$ cat src/rtl/cfa_pkg.sv
// Shared codes for the CFA pass sequencer: FSM states, pass selects,
// write-enable bit positions and bayer colour codes.
package cfa_pkg;

  typedef enum logic [2:0] {
    ST_IDLE     = 3'd0,
    ST_G_START  = 3'd1,
    ST_G_RUN    = 3'd2,
    ST_G_DRAIN  = 3'd3,
    ST_RB_START = 3'd4,
    ST_RB_RUN   = 3'd5,
    ST_RB_DRAIN = 3'd6,
    ST_DONE     = 3'd7
  } seq_state_e;

  localparam logic [1:0] PASS_NONE = 2'b00;
  localparam logic [1:0] PASS_G    = 2'b01;
  localparam logic [1:0] PASS_RB   = 2'b10;

  localparam int GREEN_BIT = 2;
  localparam int RED_BIT   = 1;
  localparam int BLUE_BIT  = 0;

  localparam logic [1:0] BAYER_GREEN = 2'b01;
  localparam logic [1:0] BAYER_RED   = 2'b10;
  localparam logic [1:0] BAYER_BLUE  = 2'b11;

  localparam logic TAG_G  = 1'b0;
  localparam logic TAG_RB = 1'b1;

  function automatic logic [2:0] tag_to_we(input logic vld, input logic tag);
    logic [2:0] we;
    we = 3'b000;
    if (vld) begin
      if (tag == TAG_RB) begin
        we[RED_BIT]  = 1'b1;
        we[BLUE_BIT] = 1'b1;
      end else begin
        we[GREEN_BIT] = 1'b1;
      end
    end
    return we;
  endfunction

endpackage

$ cat src/rtl/cfa_tag_delay.sv
// DEPTH-stage shift register carrying a valid bit and a pass tag.
// vld_next_o is the value about to enter the final stage.
module cfa_tag_delay #(
  parameter int DEPTH = 3
) (
  input  logic clk,
  input  logic rst,
  input  logic vld_i,
  input  logic tag_i,
  output logic vld_o,
  output logic tag_o,
  output logic vld_next_o
);

  logic [DEPTH-1:0] vld_q, vld_d;
  logic [DEPTH-1:0] tag_q, tag_d;

  always_comb begin
    vld_d    = vld_q;
    tag_d    = tag_q;
    vld_d[0] = vld_i;
    tag_d[0] = tag_i;
    for (int i = 1; i < DEPTH; i++) begin
      vld_d[i] = vld_q[i-1];
      tag_d[i] = tag_q[i-1];
    end
  end

  always_ff @(posedge clk or posedge rst) begin
    if (rst) begin
      vld_q <= '0;
      tag_q <= '0;
    end else begin
      vld_q <= vld_d;
      tag_q <= tag_d;
    end
  end

  assign vld_o      = vld_q[DEPTH-1];
  assign tag_o      = tag_q[DEPTH-1];
  assign vld_next_o = vld_d[DEPTH-1];

endmodule

$ cat src/rtl/cfa_pass_sequencer.sv
// CFA pass sequencer: runs the green pass then the R/B pass for one frame and
// times the interpolator write strobes through a pass-tagged delay line.
module cfa_pass_sequencer
  import cfa_pkg::*;
#(
  parameter int PIPE_LAT        = 3,
  parameter int addressBitWidth = 17
) (
  input  logic                       clk,
  input  logic                       rst,
  input  logic                       start,
  input  logic                       colUpdate,
  input  logic                       addrDone,
  output logic                       addrStart,
  output logic [1:0]                 passSel,
  output logic [2:0]                 writeEnable,
  output logic [addressBitWidth-1:0] writeCount,
  output logic                       busy,
  output logic                       frameDone
);

  localparam logic [2:0] DRAIN_LOAD = 3'(PIPE_LAT - 1);

  seq_state_e                 state_q, state_d;
  logic [2:0]                 drain_q, drain_d;
  logic                       addr_start_q, addr_start_d;
  logic [1:0]                 pass_sel_q, pass_sel_d;
  logic                       busy_q, busy_d;
  logic                       frame_done_q, frame_done_d;
  logic [addressBitWidth-1:0] wr_cnt_q, wr_cnt_d;
  logic                       col_acc, col_tag;
  logic                       dly_vld, dly_tag, dly_vld_next;

  assign col_acc = colUpdate && ((state_q == ST_G_RUN) || (state_q == ST_RB_RUN));
  assign col_tag = (state_q == ST_RB_RUN) ? TAG_RB : TAG_G;

  cfa_tag_delay #(.DEPTH(PIPE_LAT)) u_tag_delay (
    .clk        (clk),
    .rst        (rst),
    .vld_i      (col_acc),
    .tag_i      (col_tag),
    .vld_o      (dly_vld),
    .tag_o      (dly_tag),
    .vld_next_o (dly_vld_next)
  );

  always_comb begin
    state_d = state_q;
    drain_d = drain_q;
    unique case (state_q)
      ST_IDLE:     if (start) state_d = ST_G_START;
      ST_G_START:  state_d = ST_G_RUN;
      ST_G_RUN:    if (addrDone) begin
                     state_d = ST_G_DRAIN;
                     drain_d = DRAIN_LOAD;
                   end
      ST_G_DRAIN:  if (drain_q == 3'd0) state_d = ST_RB_START;
                   else drain_d = drain_q - 3'd1;
      ST_RB_START: state_d = ST_RB_RUN;
      ST_RB_RUN:   if (addrDone) begin
                     state_d = ST_RB_DRAIN;
                     drain_d = DRAIN_LOAD;
                   end
      ST_RB_DRAIN: if (drain_q == 3'd0) state_d = ST_DONE;
                   else drain_d = drain_q - 3'd1;
      ST_DONE:     state_d = ST_IDLE;
      default:     state_d = ST_IDLE;
    endcase

    // Outputs are registered from the next state so they line up with it.
    addr_start_d = (state_d == ST_G_START) || (state_d == ST_RB_START);
    busy_d       = (state_d != ST_IDLE);
    frame_done_d = (state_d == ST_DONE);
    pass_sel_d   = PASS_NONE;
    case (state_d)
      ST_G_START, ST_G_RUN, ST_G_DRAIN:    pass_sel_d = PASS_G;
      ST_RB_START, ST_RB_RUN, ST_RB_DRAIN: pass_sel_d = PASS_RB;
      default:                             pass_sel_d = PASS_NONE;
    endcase

    wr_cnt_d = wr_cnt_q;
    if (addr_start_d) wr_cnt_d = '0;
    else if (dly_vld_next) wr_cnt_d = wr_cnt_q + addressBitWidth'(1);
  end

  always_ff @(posedge clk or posedge rst) begin
    if (rst) begin
      state_q      <= ST_IDLE;
      drain_q      <= '0;
      addr_start_q <= 1'b0;
      pass_sel_q   <= PASS_NONE;
      busy_q       <= 1'b0;
      frame_done_q <= 1'b0;
      wr_cnt_q     <= '0;
    end else begin
      state_q      <= state_d;
      drain_q      <= drain_d;
      addr_start_q <= addr_start_d;
      pass_sel_q   <= pass_sel_d;
      busy_q       <= busy_d;
      frame_done_q <= frame_done_d;
      wr_cnt_q     <= wr_cnt_d;
    end
  end

  // writeEnable is a pure decode of the final delay flop; writeCount already
  // includes the write being presented in the same cycle.
  assign writeEnable = tag_to_we(dly_vld, dly_tag);
  assign addrStart   = addr_start_q;
  assign passSel     = pass_sel_q;
  assign busy        = busy_q;
  assign frameDone   = frame_done_q;
  assign writeCount  = wr_cnt_q;

endmodule

$ cat config.mk
export PLATFORM = sky130hd
export DESIGN_NAME = cfa_pass_sequencer
export DESIGN_NICKNAME = d
export VERILOG_FILES = /design/src/rtl/cfa_pkg.sv /design/src/rtl/cfa_tag_delay.sv /design/src/rtl/cfa_pass_sequencer.sv
export SDC_FILE = /design/constraint.sdc
export NUM_CORES = 1
export LEC_CHECK = 0
export ABC_CLOCK_PERIOD_IN_PS = 2820
export CAP_MARGIN = 20
export CORE_MARGIN = 5
export CORE_UTILIZATION = 55
export DETAILED_ROUTE_END_ITERATION = 7
export PLACE_DENSITY = 0.83
export SKIP_CTS_REPAIR_TIMING = 1
export SLEW_MARGIN = 10
export SYNTH_ARGS = -nofsm -noshare
export SYNTH_HDL_FRONTEND = slang
export SYNTH_HIERARCHICAL = 1
export SYNTH_SLANG_ARGS = --single-unit
export TNS_END_PERCENT = 10
$ cat constraint.sdc
create_clock -name clk -period 2.82 [get_ports clk]
set_input_delay 0.705 -clock clk [delete_from_list [all_inputs] [get_ports clk]]
set_output_delay 0.705 -clock clk [all_outputs]
set_load 0.005 [all_outputs]
==> results of run 1 <==
## where the power goes
group,switching [mW],total (mW),internal (mW)
Combinational,0.225,0.468,0.243
Sequential,0.139,0.722,0.583
Clock,0.161,0.281,0.121
Total,0.524,1.47,0.947
## metal layers
metal | up-vias | routed length (um) | GRT usage
met1 | 622 | 1340 | 0.207
li1 | 613 | - | -
met2 | 47 | 1740 | 0.312
met5 | - | 0 | 0
met3 | 8 | 182 | 0.0535
met4 | 0 | 64 | 0.0818
## path summary, 6_finish.rpt
check / startpoint / end / slack (ns) / cells after the start
worst max-delay path: u_tag_delay/vld_q[1] / writeCount[15] / 0.68 / 4
worst min-delay path: u_tag_delay/tag_q[1] / u_tag_delay/tag_q[2] / 0.34 / 0
worst max register to register: u_tag_delay/vld_q[1] / writeCount[15] / 0.68 / 4
worst min register to register: u_tag_delay/tag_q[1] / u_tag_delay/tag_q[2] / 0.34 / 0
max in group asynchronous: rst / drain_q[1] / 1.76 / 3
min in group asynchronous: rst / u_tag_delay/tag_q[2] / 0.63 / 2
## registers in the layout, indices dropped and copies added (netlist names)
register / cells
frameDone: 1
addrStart: 1
writeCount: 17
drain_q: 3
u_tag_delay/vld_q: 3
u_tag_delay/tag_q: 3
passSel: 2
busy: 1
state_q: 3
## cell type report
type / instances / area [sq um]
Inverter: 8 / 30.0
Fill cell: 197 / 812
Timing Repair Buffer: 31 / 305
Clock inverter: 1 / 5.00
Tap cell: 31 / 38.8
Multi-Input combinational cell: 112 / 708
Clock buffer: 7 / 55.1
Sequential cell: 34 / 851
## critical path, cell delays in order (launching register included)
cell and delay (ns):
dfrtp_1 0.48, nand4_1 0.41, or4_4 0.68, or3_1 0.37
a21oi_1 0.14
## cells in the final DEF, fill, tap and decap left out, types with 2 or more instances in the layout
cell type         n
xnor2_1          11
ha_1              3
nor2_1           20
clkdlybuf4s50_1  29
and2_1            2
nor3_1            7
xor2_1            5
o21ai_0           8
mux2i_1           3
a21o_1            2
nor2b_1           4
nor4_1            5
inv_1             8
buf_4             2
nand2_1           9
nand3_1           5
nand2b_1          3
nand4_1           7
dfrtp_1          34
a21oi_1           5
clkbuf_4          5
## cell families (layout without fill, tap and decap cells)
kind of cell	count (synthesis)	after routing	share of synthesized area
simple gates	68	68	0.221
flops	34	34	0.521
compound gates	21	21	0.0782
buf+inv	18	47	0.0452
xor+xnor	16	16	0.0858
mux	4	4	0.0253
fa+ha+maj	3	3	0.0230
==> summary.txt, run 1 <==
Synthesis
  – EDFF count, synth: 0
  – Synth Area per Inst: 9.96 sq um
  – Leading area contributor after synthesis: dfrtp_1
  – Synth top area share: 0.521
  – Cells after synthesis: 164
  – Cell with the most instances after synthesis: dfrtp_1
  – Most frequent cells after synthesis: dfrtp_1 (34), nor2_1 (20), xnor2_1 (11)
  – Post-synth ARST share: 1.00
  – Register area share after synthesis: 0.521
  – Yosys warns: 6
  – Net Count, Synth: 172
  – Main synth FF type: dfrtp_1
  – Mapped cell area: 1630 sq um
  – Top cells by area, synth: dfrtp_1 (52%), xnor2_1 (5.9%), nor2_1 (4.6%)
  – Yosys cell types: 34
  – Register bit count reported by yosys: 34

Timing
  – Final setup viols: 0
  – Slew Limit Fails: 0
  – Tcrit/Tclk final: 0.758
  – Slew headroom: 0.651
  – Setup tns final: 0 ns
  – Hold_ws: 0.341 ns
  – RSZ-0062 raised after global routing: false
  – Clock skew: 0.0156 ns
  – Final Hold Fails: 0
  – Fmax achieved: 0.468 GHz
  – Minimum clock period: 2.14 ns
  – Worst Slack Setup Final: 0.683 ns
  – Slew @ Worst Pin: 0.524 ns

Power
  – Total chip power: 1.47 mW
  – Peak supply drop: 523 uV
  – Power density over cell area: 738 nW/um^2
  – P_leak: 0.880 nW

Cells and area
  – Design area: 1990 sq um
  – Final Util: 0.711
  – Final Non-Filler Cells: 224
  – Antenna Cells: 0
  – Share of cells above drive strength 1: 0.0622
  – P&R area growth vs syn: 22.1%
  – Final #Nets: 200

Floorplan
  – Chip width: 64.5 um
  – Core footprint: 2810 sq um
  – Die H: 64.5 um
  – Die area: 4160 sq um
  – Std cell rows: 19
  – Initial Util: 0.582
  – IO Pins: 30

GRT
  – First-pass GRT wire length: 5.88 mm
  – Vias in the first global route: 1,287
  – Initial antenna violation count: 0
  – Largest net degree at the start of global routing: 29
  – GR Overflow Total: 0
  – Total Routing Usage GR: 0.181

CTS
  – H-tree levels: 2
  – CTS tree: yes
  – Clock Sink Count: 34
  – Clk_lat worst skew: 0.34 ns
  – Maximum buffer depth of the clock tree: 2
  – Clk slew on worst S/H paths: 0.11 ns
  – CTS root buf: clkbuf_4
  – CTS Buf Count: 5

Worst setup path
  – CP max FO: 11
  – Setup Crit Path Kind: flip-flop to flip-flop
  – Arr. time, crit path: 2.41 ns
  – Critical Path Source Type: flip-flop
  – Data required, critical path: 3.09 ns
  – CP endpoint kind: flip-flop

Outcome
  – Status: completed

Detailed routing
  – DR iter-0 viols: 104
  – Total wire length: 3.33 mm
  – Vias: 1,290
  – Drt drc: 0
  – Initial DRT Pass Iterations: 5
  – WL/cell: 14.9 um
  – Post-DR vias/cell: 5.76
  – Post-route antenna net violation count: 0

Placed design
  – Dpl cell area: 1930 sq um
  – I/O Buffers: 29
  – Pre-CTS WS: 0.597 ns
  – Inst Count DP: 216
  – Hpwl dp: 2.40 mm
  – Placer Congestion: 0.859

Min path
  – Hold Path Class: flip-flop to flip-flop

Flow run
  – Max Cap Viol: 0
Power figures use the tool's default switching activity.
==> inputs of run 2 (changes only) <==
--- a/config.mk
+++ b/config.mk
@@ -5,12 +5,12 @@
 export SDC_FILE = /design/constraint.sdc
 export NUM_CORES = 1
 export LEC_CHECK = 0
-export ABC_CLOCK_PERIOD_IN_PS = 2820
+export ABC_CLOCK_PERIOD_IN_PS = 2100
 export CAP_MARGIN = 20
 export CORE_MARGIN = 5
-export CORE_UTILIZATION = 55
+export CORE_UTILIZATION = 51
 export DETAILED_ROUTE_END_ITERATION = 7
-export PLACE_DENSITY = 0.83
+export PLACE_DENSITY = 0.78
 export SKIP_CTS_REPAIR_TIMING = 1
 export SLEW_MARGIN = 10
 export SYNTH_ARGS = -nofsm -noshare
==> constraint.sdc (replaced) <==
create_clock -name clk -period 2.1 [get_ports clk]
set_input_delay 0.525 -clock clk [delete_from_list [all_inputs] [get_ports clk]]
set_output_delay 0.525 -clock clk [all_outputs]
set_load 0.005 [all_outputs]
==> run 2 against run 1 <==
Register-to-register slack worse by 0.43 ns. Count of clock-buffer cells in the layout stayed put. Clock power is 31% higher. Via count is 1.0% lower. Clock skew is 0.0091 ns lower. Routed wire length is 3.5% lower. Global-route usage is 1.3 points lower. Die area is 6.6% higher. Utilization is 4.5 points lower.
==> summary.txt, run 2 (same netlist as run 1, synthesis figures left out) <==
Outcome
  – Status: completed

Floorplan
  – Chip width: 66.6 um (+3.2%)
  – Initial Util: 0.535 (-0.0472)
  – IO Pins: 30 (unchanged)
  – Std cell rows: 20 (+1)
  – Core footprint: 3050 sq um (+8.8%)
  – Die H: 66.6 um (+3.2%)
  – Die area: 4430 sq um (+6.6%)

Timing
  – Slew Limit Fails: 0 (unchanged)
  – Slew headroom: 0.677 (+0.0260)
  – Setup tns final: 0 ns (unchanged)
  – RSZ-0062 raised after global routing: false
  – Fmax achieved: 0.527 GHz
  – Minimum clock period: 1.90 ns
  – Clock skew: 0.00650 ns (-0.00913 ns)
  – Final Hold Fails: 0 (unchanged)
  – Final setup viols: 0 (unchanged)
  – Slew @ Worst Pin: 0.485 ns (-0.0390 ns)
  – Tcrit/Tclk final: 0.904

Detailed routing
  – Initial DRT Pass Iterations: 6 (+1)
  – Total wire length: 3.22 mm (-3.5%)
  – Post-DR vias/cell: 5.32 (-7.6%)
  – WL/cell: 13.4 um (-9.9%)
  – DR iter-0 viols: 58 (-44%)
  – Drt drc: 0 (unchanged)
  – Vias: 1,277 (-1.0%)
  – Post-route antenna net violation count: 0 (unchanged)

Worst setup path
  – Critical Path Max Stage Delay: 0.56 ns (-0.12 ns)
  – Setup Crit Path Kind: flip-flop to primary output
  – Crit-path cells: clkdlybuf4s50_1
  – CP max FO: 6 (-5)
  – Cell family with most CP delay: buffers and inverters
  – CP Buf/Inv Count: 1 (+1)
  – CP endpoint kind: primary output
  – Crit. path cell count: 1 (-3)
  – Slowest CP cell: clkdlybuf4s50_1
  – Reg2Reg Depth: 6 (+2)
  – Arr. time, crit path: 1.37 ns (-1.04 ns)
  – Critical Path Source Type: flip-flop
  – Data required, critical path: 1.57 ns (-1.52 ns)

Power
  – Total chip power: 1.99 mW (+35%)
  – Clock Power Share: 0.185 (-0.006)
  – Peak supply drop: 610 uV (+17%)
  – P_sw: 0.698 mW (+33%)
  – Combinational fraction of design power: 0.339 (+0.021)
  – Int Pwr: 1.29 mW (+37%)
  – Sequential share of power: 0.476 (-0.014)
  – Switching share of total power: 0.351 (-0.00588)
  – Power density over cell area: 980 nW/um^2 (+33%)
  – P_leak: 0.895 nW (+1.6%)

CTS
  – Clock Sink Count: 34 (unchanged)
  – CTS tree: yes
  – CTS Buf Count: 5 (unchanged)
  – Clk slew on worst S/H paths: 0.10 ns (about the same)
  – H-tree levels: 2 (unchanged)
  – Clk_lat worst skew: 0.33 ns (about the same)
  – Maximum buffer depth of the clock tree: 2 (unchanged)
  – CTS root buf: clkbuf_4

Cells and area
  – Share of cells above drive strength 1: 0.0765 (+0.0144)
  – P&R area growth vs syn: 24.4%
  – Antenna Cells: 0 (unchanged)
  – Commonest non-fill, non-tap cell in the layout: dfrtp_1
  – Most frequent cells in the layout: dfrtp_1 (34), clkdlybuf4s50_1 (29), nor2_1 (20)
  – Final #Nets: 203 (+1.5%)
  – Final Non-Filler Cells: 240 (+7.1%)
  – Max reg flops: 17 (unchanged)

GRT
  – Initial antenna violation count: 0 (unchanged)
  – Largest net degree at the start of global routing: 29 (unchanged)
  – Vias in the first global route: 1,266 (-1.6%)
  – GR Overflow Total: 0 (unchanged)
  – Total Routing Usage GR: 0.168 (-0.0128)
  – First-pass GRT wire length: 5.58 mm (-5.2%)

Min path
  – Hold Path Class: flip-flop to flip-flop
  – Hold depth: 0 (unchanged)

Placed design
  – Inst Count DP: 232 (+7.4%)
  – Placer Congestion: 0.901 (+4.9%)
  – I/O Buffers: 29 (unchanged)
  – Hpwl dp: 2.42 mm (+0.68%)

Flow run
  – Max Cap Viol: 0 (unchanged)
==> run 2: final timing paths <==
path | from | endpoint | slack, ns
min in group asynchronous | rst | u_tag_delay/vld_q[2] | 0.41
max | writeCount[5] | writeCount[5] | 0.20
min reg2reg | u_tag_delay/tag_q[0] | u_tag_delay/tag_q[1] | 0.36
max reg2reg | drain_q[0] | drain_q[1] | 0.25
min | u_tag_delay/tag_q[0] | u_tag_delay/tag_q[1] | 0.36
max in group asynchronous | rst | writeCount[7] | 1.26
==> run 2: power groups by stage <==
stage                     combinational [mW]  clock, mW  sequential (mW)
after global routing                   0.750      0.420            0.977
after global placement                 0.652          0            0.945
after floorplan                        0.518          0            0.865
final                                  0.675      0.369            0.948
after detailed placement               0.685          0            0.954
after CTS                              0.685      0.383            0.944
==> run 2: layout make-up <==
cell class	count	area (sq um)
sequential	34	851
tap	44	55.1
inverter	8	30.0
fill	251	1020
clock inverter	1	5.00
multi-input combinational	112	708
timing repair buffer	34	328
clock buffer	7	55.1
==> run 2: metal layers <==
layer,vias to the layer above,track usage,wire [um]
met5,-,0,0
met2,35,0.293,1750
met3,4,0.0573,188
met4,0,0.0685,18
li1,619,-,-
met1,619,0.184,1260
==> run 2: per-stage QoR <==
step                setup WS [ns]  utilization  area [sq um]  hold slack (ns)
detailed placement         0.0601        0.646          1970            0.341
global route                0.129        0.666          2030            0.374
CTS                         0.175        0.666          2030            0.364
floorplan                   0.224            -          1630            0.316
finish                      0.202        0.666          2030            0.361
global placement            0.142        0.646          1970            0.332
